===== src/rtl/approx_ha_array_mul_pipe.sv =====
// Pipelined unsigned WxW approximate multiplier built from W/2 half-adder compressed
// partial-product arrays, with a per-transaction column mode and an exact reference product.
module approx_ha_array_mul_pipe #(
  parameter int W     = 8,
  parameter int CNT_W = 16
) (
  input  logic                       clk,
  input  logic                       rst,
  input  logic                       in_valid,
  output logic                       in_ready,
  input  logic [W-1:0]               in_x,
  input  logic [W-1:0]               in_y,
  input  logic [(W/2)*(W-1)*2-1:0]   in_mode,
  output logic                       out_valid,
  input  logic                       out_ready,
  output logic [2*W-1:0]             out_prod,
  output logic [2*W-1:0]             out_exact,
  output logic                       out_mismatch,
  output logic [CNT_W-1:0]           err_cnt,
  input  logic                       stats_clr
);

  localparam int NA = W / 2;
  localparam int NC = W - 1;
  localparam int MW = NA * NC * 2;
  localparam int PW = 2 * W;

  // Compressor cell, returns {carry, sum}.
  function automatic logic [1:0] ha_cell(input logic [1:0] mode, input logic a, input logic b);
    logic [1:0] cs;
    case (mode)
      2'b00:   cs = {a & b, a ^ b};
      2'b01:   cs = {1'b0, a | b};
      2'b10:   cs = {a, 1'b0};
      2'b11:   cs = 2'b00;
      default: cs = 2'b00;
    endcase
    return cs;
  endfunction

  logic                    adv_s;
  logic                    s1_valid_r;
  logic [W-1:0]            x_r;
  logic [W-1:0]            y_r;
  logic [MW-1:0]           mode_r;
  logic [NA-1:0][W:0]      t_s;
  logic [NA-1:0][W-2:0]    b_s;
  logic [1:0]              cs_s;
  logic [PW-1:0]           exact_s;
  logic                    s2_valid_r;
  logic [NA-1:0][W:0]      t_r;
  logic [NA-1:0][W-2:0]    b_r;
  logic [PW-1:0]           exact_r;
  logic [PW-1:0]           prod_s;
  logic                    cnt_inc_s;

  // The whole pipe moves together; it only stalls when a result is waiting unaccepted.
  assign adv_s    = out_ready | ~out_valid;
  assign in_ready = adv_s;

  // Stage 1: operand and mode capture.
  always_ff @(posedge clk) begin
    if (rst) begin
      s1_valid_r <= 1'b0;
      x_r        <= '0;
      y_r        <= '0;
      mode_r     <= '0;
    end else if (adv_s) begin
      s1_valid_r <= in_valid;
      x_r        <= in_x;
      y_r        <= in_y;
      mode_r     <= in_mode;
    end
  end

  // Compressed arrays: row 2k feeds A at column c, row 2k+1 feeds B from column c-1.
  always_comb begin
    t_s  = '0;
    b_s  = '0;
    cs_s = 2'b00;
    for (int k = 0; k < NA; k++) begin
      t_s[k][0] = x_r[2*k] & y_r[0];
      for (int c = 1; c < W; c++) begin
        cs_s = ha_cell(mode_r[2*(k*NC+c-1) +: 2], x_r[2*k] & y_r[c], x_r[2*k+1] & y_r[c-1]);
        t_s[k][c] = cs_s[0];
        if (c == W - 1) begin
          t_s[k][W] = cs_s[1];
        end else begin
          b_s[k][c-1] = cs_s[1];
        end
      end
      b_s[k][W-2] = x_r[2*k+1] & y_r[W-1];
    end
  end

  assign exact_s = PW'(x_r) * PW'(y_r);

  // Stage 2: array vectors and the exact reference.
  always_ff @(posedge clk) begin
    if (rst) begin
      s2_valid_r <= 1'b0;
      t_r        <= '0;
      b_r        <= '0;
      exact_r    <= '0;
    end else if (adv_s) begin
      s2_valid_r <= s1_valid_r;
      t_r        <= t_s;
      b_r        <= b_s;
      exact_r    <= exact_s;
    end
  end

  // Each array contributes t + 4*b, weighted by its row pair position.
  always_comb begin
    prod_s = '0;
    for (int k = 0; k < NA; k++) begin
      prod_s = prod_s + ((PW'(t_r[k]) + (PW'(b_r[k]) << 3'd2)) << (2 * k));
    end
  end

  // Stage 3: registered result, held while the consumer stalls.
  always_ff @(posedge clk) begin
    if (rst) begin
      out_valid    <= 1'b0;
      out_prod     <= '0;
      out_exact    <= '0;
      out_mismatch <= 1'b0;
    end else if (adv_s) begin
      out_valid    <= s2_valid_r;
      out_prod     <= prod_s;
      out_exact    <= exact_r;
      out_mismatch <= (prod_s != exact_r);
    end
  end

  assign cnt_inc_s = out_valid & out_ready & out_mismatch & ~(&err_cnt);

  // Saturating mismatch counter; clear wins over a same-cycle increment.
  always_ff @(posedge clk) begin
    if (rst) begin
      err_cnt <= '0;
    end else if (stats_clr) begin
      err_cnt <= '0;
    end else if (cnt_inc_s) begin
      err_cnt <= err_cnt + CNT_W'(1'b1);
    end
  end

endmodule


===== config.mk =====
export PLATFORM = sky130hd
export DESIGN_NAME = approx_ha_array_mul_pipe
export DESIGN_NICKNAME = d
export VERILOG_FILES = /design/src/rtl/approx_ha_array_mul_pipe.sv
export SDC_FILE = /design/constraint.sdc
export NUM_CORES = 1
export LEC_CHECK = 0
export BUFFER_PORTS_ARGS = -buffer_cell sky130_fd_sc_hd__buf_2
export CAP_MARGIN = 20
export CORE_UTILIZATION = 37
export DETAILED_ROUTE_END_ITERATION = 6
export PLACE_DENSITY = 0.53
export SLEW_MARGIN = 10
export SYNTH_ARGS = -nofsm -noshare
export SYNTH_HDL_FRONTEND = slang
export SYNTH_SLANG_ARGS = --single-unit

===== constraint.sdc =====
create_clock -name clk -period 10.4 [get_ports clk]
set_input_delay 2.08 -clock clk [delete_from_list [all_inputs] [get_ports clk]]
set_output_delay 2.08 -clock clk [all_outputs]
set_load 0.02 [all_outputs]

After elaboration in Yosys (flattened, before gate mapping)
Index checks and enable logic that the tools add are counted.
{ "word_totals": {"regBits": 204, "inputBits": 77, "out_inout_bits": 51, "elab_cells": 325} }
{ "op_classes": {"add_sub_neg": 8, "multipliers": 1, "eq_ne": 85, "mux": 28, "n_bitwise": 154, "reduce_logical": 30} }
{ "op_table": {"columns": ["operator", "n"], "rows": [
  ["$pmux W2 S4", 28],
  ["$eq A2 B2 Y1 const B", 56],
  ["$and A1 B1 Y1", 95],
  ["$eq A2 B1 Y1 const B", 28],
  ["$logic_not A2 Y1", 28],
  ["$add A9 B9 Y10", 4],
  ["$or A1 B1 Y1", 29],
  ["$xor A1 B1 Y1", 28],
  ["$add A15 B16 Y16", 1],
  ["$add A16 B1 Y16 const B", 1],
  ["$mul A8 B8 Y16", 1],
  ["$ne A16 B16 Y1", 1],
  ["$reduce_and A16 Y1", 1],
  ["$add A13 B14 Y15", 1],
  ["$add A10 B12 Y13", 1],
  ["$not A1 Y1", 2],
  ["$reduce_or A2 Y1", 1]
]} }

Depth between registers and ports, before layout
Gate-level depths: netlist of the first run.
{ "depth": {"ltp_word": 5, "ltp_mapped": 21, "depth_no_buf": 20} }

Least setup slack after synthesis of the first run
OpenSTA, ideal clock, no wires.
{ "synth_timing": {"path_type": "input port to output port", "start": "input port out_ready", "end": "output port in_ready", "arrival_time_ns": 3.011, "required_time_ns": 8.320, "slack_ns": 5.309, "cell_stages": 5, "n_path_buf": 3, "cell_sequence": "nor2b_1 -> clkbuf_1 -> inv_2 -> clkbuf_1 -> buf_1"} }
{ "synth_between": {"elab_chain_len": 1} }
{ "synth_lines": {"columns": ["item", "line_no", "source"], "rows": [
  ["start, declared", "15", "input logic out_ready,"],
  ["$or A1 B1 Y1", "58", "assign adv_s = out_ready | ~out_valid;"],
  ["end, declared", "10", "output logic in_ready,"]
]} }
Every way passes these cells.

Final worst setup path of the first run
Same ends and word-level chain as after synthesis.

==> results of run 1 <==
[cells in the mapped netlist (5+ instances only)]
master,count
a2111oi_0,7
a211oi_1,12
a21o_1,7
a21oi_1,198
and2_1,7
clkbuf_1,78
dfxtp_1,202
fa_1,58
ha_1,135
inv_1,153
inv_2,8
mux2i_1,47
nand2_1,295
nand3_1,7
nand4_1,9
nor2_1,118
nor2b_1,6
nor3_1,55
nor4_1,5
o21a_1,10
o21ai_1,10
o21bai_1,8
xnor2_1,43
xor2_1,19
[worst paths after layout]
check / end / depth (start not counted)
worst max-delay path: in_ready / 4
worst min-delay path: out_exact[2]$_SDFFE_PP0P_ / 2
worst max register to register: out_mismatch$_SDFFE_PP0P_ / 19
worst min register to register: out_exact[2]$_SDFFE_PP0P_ / 2
[critical path, delay by kind of cell]
kind	cells	cell delay, ns
buffers and inverters	3	0.75
AND/OR/NAND/NOR	1	0.41
[cell families (layout without fill, tap and decap cells)]
kind of cell / count (synthesis) / in the layout / synth area share (%)
simple gates: 517 / 517 / 17.0
compound gates: 280 / 280 / 12.8
buf+inv: 247 / 338 / 7.41
flops: 202 / 202 / 32.0
fa+ha+maj: 193 / 193 / 22.6
xor+xnor: 64 / 64 / 4.55
mux: 47 / 47 / 3.72
[metal layers]
metal,vias up,wire (µm),global-route usage [%]
li1,5212,-,-
met1,4777,15500,25.0
met2,174,15200,32.0
met3,48,1550,3.29
met4,0,710,4.35
met5,-,0,0
[power by group through the flow]
stage / Sequential [mW] / Combinational [mW] / Clock [mW]
floorplan: 0.857 / 0.187 / 0
finish: 0.856 / 0.265 / 0.943
detailed placement: 0.873 / 0.266 / 0
CTS: 0.856 / 0.268 / 0.967
global placement: 0.873 / 0.262 / 0
global route: 0.861 / 0.299 / 1.00
[sequential cells by signal, indices dropped and copies added (netlist names), 8 cells and up]
register	count
err_cnt	16
b_r	28
out_exact	15
out_prod	16
t_r	36
exact_r	15
y_r	8
mode_r	56
x_r	8
[final cells by class]
type,instances,area share [%]
flip-flops and latches,202,27.9
clock buffers,29,4.70
repair buffers,131,4.73
multi-input cells,1101,53.0
clock inverters,17,1.58
well taps,448,3.87
inverters,161,4.19
[through the flow]
stage          util, %  hold WS (ns)
2_1_floorplan        -         0.432
3_3_place_gp      40.4         0.438
3_5_place_dp      40.4         0.443
4_1_cts           43.1         0.450
5_1_grt           43.1         0.463
6_report          43.1         0.446
==> results.yml, run 1 <==
synthesis:
  syn-instance-count: 1550
  synthArstFlopShare_pct: 0
  synth_area_um2: 12600
  yosys-top-cells-area: "dfxtp_1, ha_1, fa_1, nand2_1, a21oi_1"
  avgSynthCellArea_um2: 8.15
  synth_seq_area_share_pct: 32.0
  synth-edff-count: 0
  synth_area_leader_cell: "dfxtp_1"
  synth_ff_type: "dfxtp_1"
  ys_types: 54
  synthesis.nets: 1820
  ys_warn_count: 0
  yosysTopAreaCellShare_pct: 32.0
  synth_seq_cells: 202
hold_path:
  worstHoldPathType: "register to register"
  min-delay-start: "out_exact[2]$_SDFFE_PP0P_"
run_status:
  status: "complete, no violations"
worst_setup_path:
  cpMaxStageDelayCell: "nor2b_4"
  cp.required_ns: 8.32
  critPathKind: "input pin to primary output"
  crit_path_max_fanout: 65
  end_kind: "primary output"
  reg2reg_slack_ns: 5.54
  crit_arrival_ns: 3.25
  reg2reg_from: "b_r[7]$_SDFFE_PP0P_"
  startpoint_type: "input pin"
  critical_path.cell_chain: "buf_2, nor2b_4, inv_4, buf_2"
  crit_path_frequent_cell: "buf_2"
  startpoint: "out_ready"
  worst_path_largest_cell_delay_ns: 0.41
floorplan:
  die_h_um: 187
  start_util_pct: 37.7
  coreArea_um2: 33500
  pin_count: 128
  rows: 67
  die-area_um2: 34900
  die_w_um: 187
power_and_ir_drop:
  p_sw_share_pct: 27.6
  power.density_nw_per_um2: 143
  clock_power_share_pct: 45.7
  finalPower_mw: 2.06
  internal_power_mw: 1.49
  leakagePower_nw: 7.17
  p_sw_uw: 569
  peakVddDrop_mv: 0.122
  pwr-share-comb_pct: 12.8
  seq_power_share_pct: 41.5
cts:
  clk_pin_slew_ns: 0.06
  cts-hold-fix-buffers: 0
  cts-root-buf: "clkbuf_16"
  cts_setup_buffers: 0
  cts_resized: 0
  clk_path_buf_depth: 3
  worstSkewPairLatency_ns: 0.54
  clock_sinks: 202
  cts_made_buffers: 25
  cts_tree: "done"
  h-tree-depth: 1
timing:
  slew_viol_final: 0
  period_needed_ns: 5.33
  finClkSkew_ns: 0.0127
  worst_slack_ns: 5.07
  tightestPinTransition_ns: 1.27
  setup_viol: 0
  fin_crit_sh_pct: 51.3
  hold_viol_final: 0
  final.setup.tns_ns: 0
  clock.fmax_mhz: 188
  slew_headroom_pct: 15.1
  rsz0062_at_grt: "no"
finish:
  final_common_cell: "nand2_1"
  seqCellArea_um2: 4040
  num_antenna_cells: 0
  fillers: 3473
  multi_input_area_um2: 7660
  layout.cells.non_filler: 2089
  area_delta_synth_final_pct: 14.5
  most-common-layout-cells: "nand2_1, dfxtp_1, a21oi_1, inv_1, ha_1"
  fin_area_um2: 14500
  drive_above_1_share_pct: 11.8
  nets: 1892
run:
  maxCapViolCount: 0
grt:
  grt_pass1_vias: 10005
  grt_pass1_wl_um: 52800
  track_usage_pct: 18.9
  antenna_found_initial: 0
  grt_start_max_net_pins: 224
  grt_overflow: 0
placement:
  placed_area_um2: 13600
  dp.cells: 2043
  place.gp.congestion: 0.857
  dp_slack_ns: 5.03
  io_buffers: 127
  dp_hpwl_um: 24400
drt:
  dr.pass1.iters: 5
  detailroute.via_count: 10211
  wl_per_cell_um: 15.8
  viasPerCell: 4.89
  remaining_drc_errors: 0
  ant_nets: 0
  wl_um: 33000
  drt-initial-drc-count: 592
Note: power is estimated with default switching activity, not from simulation.
==> inputs of run 2 (changes only) <==
Settings changed: ABC_AREA set to 1.
Clock period 10.4 ns to 5.3 ns, I/O delays scaled along.
==> run 2 against run 1 <==
Against the previous run:
- routed wire length grew 4.8%
- highest routed layer unchanged
- sequential share of layout area down 0.45 points
- critical path depth increased by 18
- synthesized cell count increased by 8.1%
- sequential cell count did not move
==> results.yml, run 2 <==
synthesis:
  synth_area_leader_cell: "dfxtp_1"
  synthesis.nets: 1946
  avgSynthCellArea_um2: 7.71
  synth_top_cells_by_count: "inv_1, nand2_1, dfxtp_1"
  ys_types: 43
  ys_warn_count: 0
  synth_seq_area_share_pct: 31.3
  yosys-top-cells-area: "dfxtp_1, ha_1, fa_1, inv_1, o21ai_0"
  post-synth-top-count-cell: "inv_1"
  synth-edff-count: 0
  syn-instance-count: 1676
  yosysTopAreaCellShare_pct: 31.3
  synth_area_um2: 12900
  synthArstFlopShare_pct: 0
  synth_seq_cells: 202
  synth_ff_type: "dfxtp_1"
cts:
  clock_sinks: 202
  cts_setup_buffers: 0
  h-tree-depth: 1
  clk_path_buf_depth: 3
  cts_made_buffers: 25
  worstSkewPairLatency_ns: 0.55
  cts_resized: 0
  cts_tree: "done"
  cts-root-buf: "clkbuf_16"
  cts-hold-fix-buffers: 0
  clk_pin_slew_ns: 0.06
grt:
  grt_start_max_net_pins: 170
  track_usage_pct: 19.7
  antenna_found_initial: 0
  grt_pass1_wl_um: 56100
  grt_pass1_vias: 10411
  grt_overflow: 0
timing:
  worst_slack_ns: 0.667
  period_needed_ns: 4.63
  finClkSkew_ns: 0.0322
  setup_viol: 0
  slew_viol_final: 0
  rsz0062_at_grt: "no"
  slew_headroom_pct: 37.9
  final.setup.tns_ns: 0
  hold_viol_final: 0
  tightestPinTransition_ns: 0.931
  fin_crit_sh_pct: 87.4
  timing.hold.ws_ns: 0.476
  clock.fmax_mhz: 216
floorplan:
  start_util_pct: 37.5
  die-area_um2: 35700
  pin_count: 128
  die_w_um: 189
  coreArea_um2: 34500
  die_h_um: 189
  rows: 68
finish:
  most-common-layout-cells: "inv_1, nand2_1, dfxtp_1, o21ai_0, nor2_1"
  regMostFlops: "mode_r"
  area_delta_synth_final_pct: 13.9
  nets: 2029
  num_antenna_cells: 0
  final_common_cell: "inv_1"
  largest_reg_flops: 56
  drive_above_1_share_pct: 11.2
  biggestRegsByFlops: "mode_r: 56 flops, t_r: 36 flops, b_r: 28 flops"
drt:
  wl_per_cell_um: 15.5
  detailroute.via_count: 10883
  ant_nets: 0
  wl_um: 34500
  remaining_drc_errors: 0
  dr.pass1.iters: 5
  viasPerCell: 4.88
  drt-initial-drc-count: 591
worst_setup_path:
  worst_path_largest_cell_delay_ns: 0.54
  crit_path_frequent_cell: "nand2_1"
  startpoint: "t_r[11]$_SDFFE_PP0P_"
  crit_path_max_fanout: 6
  cp.required_ns: 5.71
  worstSetupEndpoint: "out_mismatch$_SDFFE_PP0P_"
  critPathKind: "register to register"
  cpMaxStageDelayCell: "fa_1"
  critical_path.cell_chain: "ha_1, inv_1, fa_1, o21ai_0, xor2_1, fa_1, fa_1, fa_1, inv_1, ha_1, nand2_1, nand2_1, inv_2, nand2_1, nand2_1, nand3_1, nand2_1, nand3_1, nor2_1, nand4_1, nor2_1, a21oi_1"
  end_kind: "register"
  reg2reg_slack_ns: 0.67
  startpoint_type: "register"
  reg2reg_depth: 22
  crit_arrival_ns: 5.04
  reg2reg_from: "t_r[11]$_SDFFE_PP0P_"
  r2r_end: "out_mismatch$_SDFFE_PP0P_"
power_and_ir_drop:
  peakVddDrop_mv: 0.224
  leakagePower_nw: 7.86
  power.density_nw_per_um2: 303
placement:
  io_buffers: 127
  place.gp.congestion: 0.846
  dp_hpwl_um: 25600
  dp_slack_ns: 0.680
hold_path:
  hold_depth: 2
  worstHoldPathType: "register to register"
run:
  maxCapViolCount: 0
run_status:
  status: "complete, no violations"
run 2: worst max-delay path, delay by kind of cell, from the launching register on:
kind,cells,cell delay (ns)
AOI/OAI and AO/OA,2,0.43
xor gates and xnor gates,1,0.21
adders and majority gates,6,2.46
buffers and inverters,3,0.17
DFF,1,0.34
and+or+nand+nor,10,0.88
run 2: per-layer routing:
metal  up-vias  share of wire [%]  global-route usage (%)
met5         -                  0                       0
met4         0                2.0                    4.68
met3        43                4.5                    2.70
met2       233                 42                    30.2
met1      5028                 51                    29.0
li1       5579                  -                       -
run 2: kinds of logic (layout without fill, tap and decap cells):
family          Yosys count  count (layout)  share of synthesized area (%)
simple gates            443             443                           14.2
xor+xnor                 31              31                           2.32
flops                   202             202                           31.3
compound gates          435             435                           19.2
buf+inv                 372             471                           10.9
fa+ha+maj               193             193                           22.1
run 2: where the power goes:
group | switching (mW) | internal (mW)
sequential | 0.104 | 1.64
combinational | 0.625 | 0.390
clock | 0.680 | 1.02
total | 1.41 | 3.05
run 2: layout make-up:
| cell class | instances | area (µm²) |
|---|---|---|
| fill | 3595 | 19800 |
| multi-input combinational | 1102 | 7460 |
| sequential | 202 | 4040 |
| inverter | 294 | 1110 |
| timing repair buffer | 134 | 713 |
| clock buffer | 35 | 703 |
| tap | 455 | 569 |
| clock inverter | 8 | 97.6 |
run 2: worst min path at each step:
stage	startpoint	to	slack, ns
floorplan	s2_valid_r$_SDFFE_PP0P_	s2_valid_r$_SDFFE_PP0P_	0.43
global route	s2_valid_r$_SDFFE_PP0P_	s2_valid_r$_SDFFE_PP0P_	0.50
detailed placement	out_prod[2]$_SDFFE_PP0P_	out_prod[2]$_SDFFE_PP0P_	0.47
finish	out_prod[2]$_SDFFE_PP0P_	out_prod[2]$_SDFFE_PP0P_	0.48
CTS	s2_valid_r$_SDFFE_PP0P_	s2_valid_r$_SDFFE_PP0P_	0.48
global placement	s2_valid_r$_SDFFE_PP0P_	s2_valid_r$_SDFFE_PP0P_	0.46
run 2: stage by stage:
step                      area [µm²]  util [%]  std cells  power (mW)
after floorplan                12900         -       1676        2.48
after global placement         13900      40.3       2187        2.79
after detailed placement       13900      40.3       2187        2.80
after CTS                      14700      42.7       2230        4.52
after global routing           14700      42.7       2230        4.75
final                          14700      42.7       2230        4.46
==> inputs of run 3 (changes only) <==
Settings changed: CORE_UTILIZATION 37 to 30, PLACE_DENSITY 0.53 to 0.45.
==> run 3 against run 2 <==
Against the previous run:
- sequential cell count is the same
- largest cell class unchanged
- via count is 0.48% lower
- clock power increased by 10%
- highest routed layer unchanged
- die area is 23% higher
- routed wire length increased by 7.9%
- total power up 4.3%
- fmax grew 0.80%
==> results.yml, run 3 (synthesized netlist as in run 2, its figures left out) <==
run_status:
  status: "complete, no violations"
grt:
  grt_start_max_net_pins: 170
  grt_overflow: 0
  track_usage_pct: 17.0
  antenna_found_initial: 0
  grt_pass1_vias: 10573
  grt_pass1_wl_um: 58900
timing:
  clock.fmax_mhz: 218
  period_needed_ns: 4.60
  finClkSkew_ns: 0.0126
  final.setup.tns_ns: 0
  fin_crit_sh_pct: 86.7
  tightestPinTransition_ns: 0.811
  hold_viol_final: 0
  slew_headroom_pct: 45.9
  slew_viol_final: 0
  rsz0062_at_grt: "no"
  setup_viol: 0
power_and_ir_drop:
  power.density_nw_per_um2: 311
  leakagePower_nw: 7.95
  seq_power_share_pct: 37.6
  internal_power_mw: 3.20
  p_sw_share_pct: 31.1
  clock_power_share_pct: 40.3
  peakVddDrop_mv: 0.187
  p_sw_mw: 1.45
  pwr-share-comb_pct: 22.1
finish:
  largest_reg_flops: 56
  drive_above_1_share_pct: 11.8
  nets: 2036
  multi_input_area_um2: 7460
  fin_area_um2: 15000
  num_antenna_cells: 0
  regMostFlops: "mode_r"
  area_delta_synth_final_pct: 15.9
  biggestRegsByFlops: "mode_r: 56 flops, t_r: 36 flops, b_r: 28 flops"
  seqCellArea_um2: 4040
  final_common_cell: "inv_1"
  most-common-layout-cells: "inv_1, nand2_1, dfxtp_1, o21ai_0, nor2_1"
  fillers: 4503
hold_path:
  hold-path-endpoint: "err_cnt[4]$_SDFFE_PP0P_"
  min-delay-start: "err_cnt[4]$_SDFFE_PP0P_"
  worstHoldPathType: "register to register"
  hold_depth: 2
drt:
  viasPerCell: 4.66
  detailroute.via_count: 10831
  wl_per_cell_um: 16.0
  drt-initial-drc-count: 528
  ant_nets: 0
  dr.pass1.iters: 5
  wl_um: 37300
  remaining_drc_errors: 0
cts:
  cts-hold-fix-buffers: 0
  cts_resized: 0
  cts_made_buffers: 27
  h-tree-depth: 1
  clk_pin_slew_ns: 0.06
  cts_setup_buffers: 0
  cts-root-buf: "clkbuf_16"
  cts_tree: "done"
  clock_sinks: 202
  worstSkewPairLatency_ns: 0.55
  clk_path_buf_depth: 3
placement:
  placed_area_um2: 14100
  io_buffers: 127
  dp_hpwl_um: 27900
  place.gp.congestion: 0.819
worst_setup_path:
  reg2reg_from: "t_r[11]$_SDFFE_PP0P_"
  end_kind: "register"
  critPathKind: "register to register"
  cpMaxStageDelayCell: "fa_1"
  crit_path_max_fanout: 6
  crit_path_frequent_cell: "nand2_1"
  reg2reg_depth: 22
  crit_arrival_ns: 5.04
  startpoint_type: "register"
  critical_path.cell_chain: "ha_1, inv_1, fa_1, o21ai_0, xor2_1, fa_1, fa_1, fa_1, inv_1, ha_1, nand2_1, nand2_1, inv_2, nand2_1, nand2_1, nand3_1, nand2_1, nand3_1, nor2_1, nand4_1, nor2_1, a21oi_1"
  reg2reg_slack_ns: 0.70
  cp.required_ns: 5.74
  r2r_end: "out_mismatch$_SDFFE_PP0P_"
  worst_path_largest_cell_delay_ns: 0.54
floorplan:
  coreArea_um2: 42200
  rows: 75
  die_h_um: 209
  die_w_um: 209
  start_util_pct: 30.6
  pin_count: 128
  die-area_um2: 43900
run:
  maxCapViolCount: 0
-- run 3: cell count changes in the layout (fill, tap and decap cells not counted) --
cell,previous run,this run
clkinv_4,1,0
bufinv_16,2,3
clkbuf_1,6,4
buf_4,5,9
clkbuf_8,4,7
clkinv_2,4,5
buf_12,2,3
clkinvlp_4,0,1
clkbuf_16,25,27
inv_6,2,1
-- run 3: routing by layer --
layer	wire (µm)	global-route usage [%]	vias up
met4	571	4.03	0
met1	19300	25.0	5003
li1	-	-	5612
met2	15900	26.0	182
met3	1470	2.36	34
met5	0	0	-
-- run 3: how the worst max path moves through the flow --
| stage | start | depth (start not counted) | slack, ns | endpoint |
|---|---|---|---|---|
| after global placement | t_r[11]$_SDFFE_PP0P_ | 19 | 0.74 | out_mismatch$_SDFFE_PP0P_ |
| after CTS | t_r[11]$_SDFFE_PP0P_ | 22 | 0.68 | out_mismatch$_SDFFE_PP0P_ |
| after floorplan | t_r[11]$_SDFFE_PP0P_ | 22 | 1.15 | out_mismatch$_SDFFE_PP0P_ |
| final | t_r[11]$_SDFFE_PP0P_ | 22 | 0.70 | out_mismatch$_SDFFE_PP0P_ |
| after detailed placement | t_r[11]$_SDFFE_PP0P_ | 22 | 0.69 | out_mismatch$_SDFFE_PP0P_ |
| after global routing | t_r[11]$_SDFFE_PP0P_ | 22 | 0.38 | out_mismatch$_SDFFE_PP0P_ |
-- run 3: power groups by stage --
stage	Sequential, mW	Combinational, mW	Clock, mW
6_report	1.75	1.03	1.87
5_1_grt	1.77	1.18	1.99
4_1_cts	1.75	1.05	1.93
3_3_place_gp	1.78	1.03	0
2_1_floorplan	1.78	0.704	0
3_5_place_dp	1.78	1.04	0
-- run 3: area by class of cell --
class | count | share of cell area (%)
Tap cell | 539 | 4.51
Sequential cell | 202 | 27.0
Multi-Input combinational cell | 1102 | 49.9
Inverter | 294 | 7.44
Clock inverter | 9 | 0.819
Timing Repair Buffer | 139 | 5.10
Clock buffer | 38 | 5.26
-- run 3: critical path: cells and delay by family (launching register included) --
kind	cells	cell delay (ns)
buffers and inverters	3	0.17
AOI/OAI and AO/OA	2	0.41
DFF	1	0.33
and+or+nand+nor	10	0.86
xor gates and xnor gates	1	0.25
adders and majority gates	6	2.47
-- run 3: stage by stage --
| step | hold slack [ns] | setup slack [ns] | utilization, % | std cells | power (mW) |
|---|---|---|---|---|---|
| 2_1_floorplan | 0.430 | 1.15 | - | 1676 | 2.48 |
| 3_3_place_gp | 0.467 | 0.737 | 33.3 | 2276 | 2.82 |
| 6_report | 0.479 | 0.704 | 35.4 | 2323 | 4.65 |
| 3_5_place_dp | 0.470 | 0.689 | 33.3 | 2276 | 2.82 |
| 4_1_cts | 0.479 | 0.680 | 35.4 | 2323 | 4.73 |
| 5_1_grt | 0.504 | 0.378 | 35.4 | 2323 | 4.94 |
